`src/rtl/cov_pkg.sv`:
```
// Shared types and constants for the covariance sequencer and its accumulator bank.
// Optional build macro COV_ROUND_EN (used in cov_accum) selects round-half-up normalisation.
package cov_pkg;

  localparam int unsigned NUM_PAIRS = 10;

  localparam int unsigned DEF_DW    = 16;
  localparam int unsigned DEF_LOG2N = 7;
  localparam int unsigned DEF_ACC_W = 24;

  // Upper-triangle lane indices, XaXb -> Pab
  localparam int unsigned P11 = 0;
  localparam int unsigned P12 = 1;
  localparam int unsigned P13 = 2;
  localparam int unsigned P14 = 3;
  localparam int unsigned P22 = 4;
  localparam int unsigned P23 = 5;
  localparam int unsigned P24 = 6;
  localparam int unsigned P33 = 7;
  localparam int unsigned P34 = 8;
  localparam int unsigned P44 = 9;

  typedef enum logic [2:0] {
    IDLE  = 3'd0,
    RUN   = 3'd1,
    DRAIN = 3'd2,
    NORM  = 3'd3,
    DONE  = 3'd4
  } cov_state_e;

endpackage

```
`src/rtl/cov_accum.sv`:
```
// cov_accum: 10-lane signed accumulator bank with clear, accumulate and normalise.
// Build macro: COV_ROUND_EN selects round-half-up normalisation; default is floor.
// Ports:
//   clk, rst_n  clock, synchronous active-low reset
//   clr         zero all accumulators (priority over acc_en)
//   acc_en      add sign-extended prod_in lanes into the accumulators
//   norm_en     load cov_out with the normalised accumulator values
//   prod_in     NUM_PAIRS packed DW-bit signed products
//   cov_out     NUM_PAIRS packed DW-bit normalised results, held between loads
module cov_accum
  import cov_pkg::*;
#(
  parameter int unsigned DW    = DEF_DW,
  parameter int unsigned LOG2N = DEF_LOG2N,
  parameter int unsigned ACC_W = DEF_ACC_W
) (
  input  logic                    clk,
  input  logic                    rst_n,
  input  logic                    clr,
  input  logic                    acc_en,
  input  logic                    norm_en,
  input  logic [NUM_PAIRS*DW-1:0] prod_in,
  output logic [NUM_PAIRS*DW-1:0] cov_out
);

`ifdef COV_ROUND_EN
  localparam logic signed [ACC_W-1:0] ROUND_BIAS = ACC_W'(1) << (LOG2N - 1);
`endif

  logic signed [ACC_W-1:0]     acc_q [NUM_PAIRS];
  logic signed [ACC_W-1:0]     acc_d [NUM_PAIRS];
  logic [NUM_PAIRS*DW-1:0]     cov_q;
  logic [NUM_PAIRS*DW-1:0]     cov_d;

  // Accumulate and normalise; the width rule on ACC_W makes overflow impossible
  always_comb begin
    cov_d = cov_q;
    for (int i = 0; i < int'(NUM_PAIRS); i++) begin
      acc_d[i] = acc_q[i];
      if (clr) begin
        acc_d[i] = '0;
      end else if (acc_en) begin
        acc_d[i] = acc_q[i] + ACC_W'(signed'(prod_in[DW*i +: DW]));
      end
      if (norm_en) begin
`ifdef COV_ROUND_EN
        cov_d[DW*i +: DW] = DW'((acc_q[i] + ROUND_BIAS) >>> LOG2N);
`else
        cov_d[DW*i +: DW] = DW'(acc_q[i] >>> LOG2N);
`endif
      end
    end
  end

  always_ff @(posedge clk) begin
    if (!rst_n) begin
      for (int i = 0; i < int'(NUM_PAIRS); i++) begin
        acc_q[i] <= '0;
      end
      cov_q <= '0;
    end else begin
      acc_q <= acc_d;
      cov_q <= cov_d;
    end
  end

  assign cov_out = cov_q;

endmodule

```
`src/rtl/cov_seq_ctrl.sv`:
```
// cov_seq_ctrl: sequencer for the whitening-stage covariance datapath.
// Reads N_SAMPLES sample vectors, pipelines the read strobe into multiplier and
// accumulator enables, then normalises and presents the 4x4 covariance triangle.
// Build macro: COV_ROUND_EN (passed to cov_accum) selects rounding normalisation.
// Ports:
//   clk, rst_n  clock, synchronous active-low reset
//   start       frame request, honoured only in IDLE
//   src_rdy     sample buffer accepts a read this cycle
//   rd_en       read strobe (same-cycle qualified by src_rdy)
//   rd_addr     sample index being read
//   mult_en     multiplier enable, rd_en delayed by one cycle
//   prod_in     registered products, lane i at [DW*i +: DW]
//   cov_out     normalised covariance, same lane order
//   busy        high while not IDLE
//   done        one-cycle pulse when cov_out becomes valid
module cov_seq_ctrl
  import cov_pkg::*;
#(
  parameter int unsigned N_SAMPLES = 128,
  parameter int unsigned LOG2N     = DEF_LOG2N,
  parameter int unsigned DW        = DEF_DW,
  parameter int unsigned ACC_W     = DEF_ACC_W
) (
  input  logic                    clk,
  input  logic                    rst_n,
  input  logic                    start,
  input  logic                    src_rdy,
  output logic                    rd_en,
  output logic [LOG2N-1:0]        rd_addr,
  output logic                    mult_en,
  input  logic [NUM_PAIRS*DW-1:0] prod_in,
  output logic [NUM_PAIRS*DW-1:0] cov_out,
  output logic                    busy,
  output logic                    done
);

  localparam logic [LOG2N-1:0] LAST_IDX = LOG2N'(N_SAMPLES - 1);

  cov_state_e       state_q, state_d;
  logic [LOG2N-1:0] cnt_q, cnt_d;
  logic             drain_q, drain_d;
  logic             mult_en_q;
  logic             acc_en_q;
  logic             busy_q, busy_d;
  logic             done_q, done_d;
  logic             rd_en_c;
  logic             clr_c;
  logic             norm_en_c;

  // State register
  always_ff @(posedge clk) begin
    if (!rst_n) begin
      state_q <= IDLE;
    end else begin
      state_q <= state_d;
    end
  end

  // Next-state logic; DRAIN lasts two cycles, tracked by drain_q
  always_comb begin
    state_d = state_q;
    unique case (state_q)
      IDLE:    if (start) state_d = RUN;
      RUN:     if (src_rdy && (cnt_q == LAST_IDX)) state_d = DRAIN;
      DRAIN:   if (drain_q) state_d = NORM;
      NORM:    state_d = DONE;
      DONE:    state_d = IDLE;
      default: state_d = IDLE;
    endcase
  end

  // Output / datapath-control logic
  always_comb begin
    rd_en_c   = 1'b0;
    clr_c     = 1'b0;
    norm_en_c = 1'b0;
    cnt_d     = cnt_q;
    drain_d   = 1'b0;
    busy_d    = (state_d != IDLE);
    done_d    = (state_d == DONE);
    unique case (state_q)
      IDLE: begin
        if (start) begin
          clr_c = 1'b1;
          cnt_d = '0;
        end
      end
      RUN: begin
        // Stall holds the index; the final increment wraps to 0 and is never reused
        if (src_rdy) begin
          rd_en_c = 1'b1;
          cnt_d   = cnt_q + LOG2N'(1);
        end
      end
      DRAIN:   drain_d   = ~drain_q;
      NORM:    norm_en_c = 1'b1;
      default: ;
    endcase
  end

  // Counter, enable delay pipe and handshake registers
  always_ff @(posedge clk) begin
    if (!rst_n) begin
      cnt_q     <= '0;
      drain_q   <= 1'b0;
      mult_en_q <= 1'b0;
      acc_en_q  <= 1'b0;
      busy_q    <= 1'b0;
      done_q    <= 1'b0;
    end else begin
      cnt_q     <= cnt_d;
      drain_q   <= drain_d;
      mult_en_q <= rd_en_c;
      acc_en_q  <= mult_en_q;
      busy_q    <= busy_d;
      done_q    <= done_d;
    end
  end

  cov_accum #(
    .DW    (DW),
    .LOG2N (LOG2N),
    .ACC_W (ACC_W)
  ) u_accum (
    .clk     (clk),
    .rst_n   (rst_n),
    .clr     (clr_c),
    .acc_en  (acc_en_q),
    .norm_en (norm_en_c),
    .prod_in (prod_in),
    .cov_out (cov_out)
  );

  // rd_en must respond to src_rdy in the same cycle
  assign rd_en   = rd_en_c;
  assign rd_addr = cnt_q;
  assign mult_en = mult_en_q;
  assign busy    = busy_q;
  assign done    = done_q;

endmodule

```
`config.mk`:
```
export PLATFORM = sky130hd
export DESIGN_NAME = cov_seq_ctrl
export DESIGN_NICKNAME = d
export VERILOG_FILES = /design/src/rtl/cov_pkg.sv /design/src/rtl/cov_accum.sv /design/src/rtl/cov_seq_ctrl.sv
export SDC_FILE = /design/constraint.sdc
export NUM_CORES = 1
export LEC_CHECK = 0
export ABC_AREA = 1
export CAP_MARGIN = 5
export CORE_MARGIN = 4
export CORE_UTILIZATION = 45
export DETAILED_ROUTE_END_ITERATION = 8
export GPL_TIMING_DRIVEN = 0
export HOLD_SLACK_MARGIN = 0.15
export PLACE_DENSITY = 0.69
export SETUP_SLACK_MARGIN = 0.1
export SYNTH_ARGS = -nofsm -noshare
export SYNTH_HDL_FRONTEND = slang
export SYNTH_SLANG_ARGS = --single-unit
```
`constraint.sdc`:
```
create_clock -name clk -period 2.1 [get_ports clk]
set_input_delay 0.63 -clock clk [delete_from_list [all_inputs] [get_ports clk]]
set_output_delay 0.63 -clock clk [all_outputs]
set_load 0.05 [all_outputs]
```
==> flow_summary.yaml <==
cells_and_area:
  final_util: 0.586
  multi_input_area_mm2: 0.0198
  nets: 6010
  drive_gt1_frac: 0.134
  regArea_mm2: 0.00813
  fin_cells: 6528
  syn_to_final_growth_pct: 28.1
  fillers: 6550
clock_network:
  clk_pin_slew_ps: 60
  cts_buffer_depth: 3
  postCtsHoldBufs: 0
  cts_tree: "done"
  cts-root-buf: "clkbuf_16"
  clkLatencyLatePin_ps: 610
  cts_sinks: 405
  cts_buffers: 49
  htreeDepth: 2
synth:
  synth_top_cells_by_area: "dfxtp_1 27%, nand2_1 19%, inv_1 13%"
  synth-seq-cells: 405
  syn_inst: 5197
  syn_area_per_cell_um2: 5.83
  yosysWarnings: 0
  yosysSeqAreaShare: 0.268
  syn_nets: 5592
  ys_types: 33
  syn_area_mm2: 0.0303
  synth_top_area_frac: 0.268
  yosys.area.top_type: "dfxtp_1"
worst_hold_path:
  hold_depth: 1
  min_path_type: "reg -> reg"
  hold_end: "drain_q$_SDFF_PN0_"
  worstHoldStart: "drain_q$_SDFF_PN0_"
die:
  ios: 335
  die_y_um: 267
  dieArea_mm2: 0.0716
  die_w_um: 267
  start_util: 0.458
  core-area_mm2: 0.0662
  rows: 94
job:
  maxCapViolations: 0
worst_setup_path:
  cp.required_ps: 1470
  cp-end-kind: "primary output"
  ff2ff_setup_slack_ps: 120
  rr_endpoint: "u_accum.acc_q[235]$_SDFFE_PP0P_"
  rr_startpoint: "acc_en_q$_SDFF_PN0_"
  reg2reg_depth: 6
  crit_top_cell: "inv_4"
  cp.arrival_ps: 1510
  crit_type: "reg -> out"
  startpoint_type: "register"
  crit_chain: "inv_4, nor3_4, nand2_2, inv_4, buf_8"
  cp_slowest_cell: "dfxtp_2"
  cp_slowest_stage_delay_ps: 360
  worstPathMaxFanout: 3
placed_design:
  io_buffers: 334
  dp_hpwl_um: 83000
  gp_congestion: 0.982
  dpl.cell_count: 6395
power_and_ir_drop:
  leakage_uw: 0.0209
  power_density_mw_per_mm2: 509
  total_power_uw: 19800
  ir_worst_vdd_uv: 548
detailed_routing:
  drtIter0Drc: 2383
  dr.pass1.iters: 6
  num_vias: 32600
  routedWlPerCell_um: 16.7
  wl_um: 109000
  antenna_left: 0
  drc: 0
  detail_route.vias_per_cell: 5.00
global_route:
  grt_pass1_vias: 29700
  grt_remaining_overflow: 0
  antenna_found_initial: 10
  grt_max_degree: 13
  grt_first_pass_wirelength_um: 162000
  grtUsageTotal: 0.288
timing:
  relSlewSlack: 0.329
  tightest_slew_ps: 1010
  fin_skew_ps: 21.7
  finalCritPeriodShare: 1.02
  fin_crit_ps: 2140
  whs_ps: 438
  clock.fmax_mhz: 467
  rsz0062_at_grt: "yes"
  setup_slack_ps: -43.4
  fin_tns_setup_ps: -43.4
  slew_viol_final: 0
  setup-violations-final: 1
  final-hold-violation-count: 0
run_status:
  violations: "setup timing"
  outcome: "finished with violations"
-- state kept, by name, summed over array words and instances (netlist names) --
signal and count:
u_accum.acc_q 230, u_accum.cov_out 160, rd_addr 7, state_q 3, acc_en_q 1, busy 1, done 1, drain_q 1
mult_en 1
-- metrics by stage --
step | setup WS [ps] | instance area, um2
3_3_place_gp | -1490 | 34800
3_5_place_dp | -1500 | 34800
5_1_grt | -112 | 38800
2_1_floorplan | 63.0 | 30400
6_report | -43.4 | 38800
4_1_cts | -99.6 | 37000
-- per-layer routing --
| layer | GRT usage | routed length (um) | part of all wire |
|---|---|---|---|
| met1 | 0.383 | 48600 | 0.45 |
| met2 | 0.465 | 48400 | 0.44 |
| met3 | 0.0496 | 7730 | 0.071 |
| met4 | 0.118 | 4340 | 0.040 |
| met5 | 0 | 21 | 0.00019 |
-- cells by family after synthesis --
family                   after synthesis  synth area share
AND/OR/NAND/NOR                     2670             0.352
flip-flops                           405             0.268
buffers and inverters               1169             0.149
adder cells (fa/ha/maj)              231            0.0979
AO/OA/AOI/OAI                        627             0.107
XOR/XNOR                              95            0.0275
-- power breakdown --
part	leakage (uW)	switching [uW]	internal (uW)
clock network	0.000844	3690	5370
registers	0.00327	66.0	7750
logic	0.0168	1800	1100
-- placed cells by master, fill, tap and decap left out, types with 11 or more instances in the layout --
cell type        instances
nor2_2                  26
o21ai_0                230
nor3_1                  28
nand3_2                 29
clkdlybuf4s50_1        120
xnor2_1                 20
ha_4                    94
ha_1                   104
ha_2                    23
clkbuf_4                11
nand2_2                 70
inv_2                   16
buf_2                   80
xor2_1                  75
nor2_4                  16
dlymetal6s2s_1          19
dfxtp_1                392
clkbuf_2                48
clkbuf_16               51
nand3_1                263
inv_1                 1022
dfxtp_2                 11
a21oi_2                 21
nand3b_1                13
buf_6                   11
nand2_1               1485
nor2_1                 680
clkbuf_1                28
a21oi_1                271
o21ai_1                 58
buf_4                   40
clkdlybuf4s15_2        116
clkbuf_8                12
nand4_1                 44
-- repair_timing --
item                                    in CTS  in global routing
pin swaps                                    9                 30
gates cloned                                 0                  1
endpoints found under the setup margin     520                278
buffers inserted                             9                 23
gates resized for setup                    752                427
-- critical path, delay by kind of cell, from the launching register on --
kind	cells	cell delay, ps
buffers and inverters	3	280
DFF	1	360
and+or+nand+nor	2	260
-- how the worst max path moves through the flow --
stage	startpoint	endpoint	slack, ps	cells past startpoint
floorplan	prod_in[16]	u_accum.acc_q[208]$_SDFFE_PP0P_	60	12
global placement	rst_n	u_accum.cov_out[107]$_SDFFE_PN0N_	-1490	6
detailed placement	rst_n	u_accum.cov_out[103]$_SDFFE_PN0N_	-1500	6
CTS	state_q[0]$_SDFF_PN0_	rd_en	-100	5
global route	state_q[0]$_SDFF_PN0_	rd_en	-110	5
finish	state_q[0]$_SDFF_PN0_	rd_en	-40	5
-- layout make-up --
cell class,instances,area share
flip-flops and latches,405,0.209
multi-input cells,3624,0.509
well taps,864,0.0278
clock buffers,69,0.0377
inverters,1042,0.101
plain buffers,127,0.0187
diodes,8,0.000516
repair buffers,366,0.0896
clock inverters,23,0.00632
-- cell usage after synthesis, drive strengths merged --
| library cell | n |
|---|---|
| nand2 | 1556 |
| inv | 1042 |
| nor2 | 722 |
| dfxtp | 405 |
| a21oi | 302 |
| nand3 | 294 |
| o21ai | 290 |
| ha | 221 |
| xor2 | 75 |
| clkbuf | 70 |
| buf | 57 |
| nand4 | 45 |
| nor3 | 30 |
| xnor2 | 20 |
| nand3b | 13 |
| o21bai | 12 |
| fa | 10 |
| o21a | 10 |
| or2 | 9 |
| a21o | 7 |
| o211ai | 4 |
| a211oi | 1 |
| and2 | 1 |
| o211a | 1 |
Power figures use the tool's default switching activity.
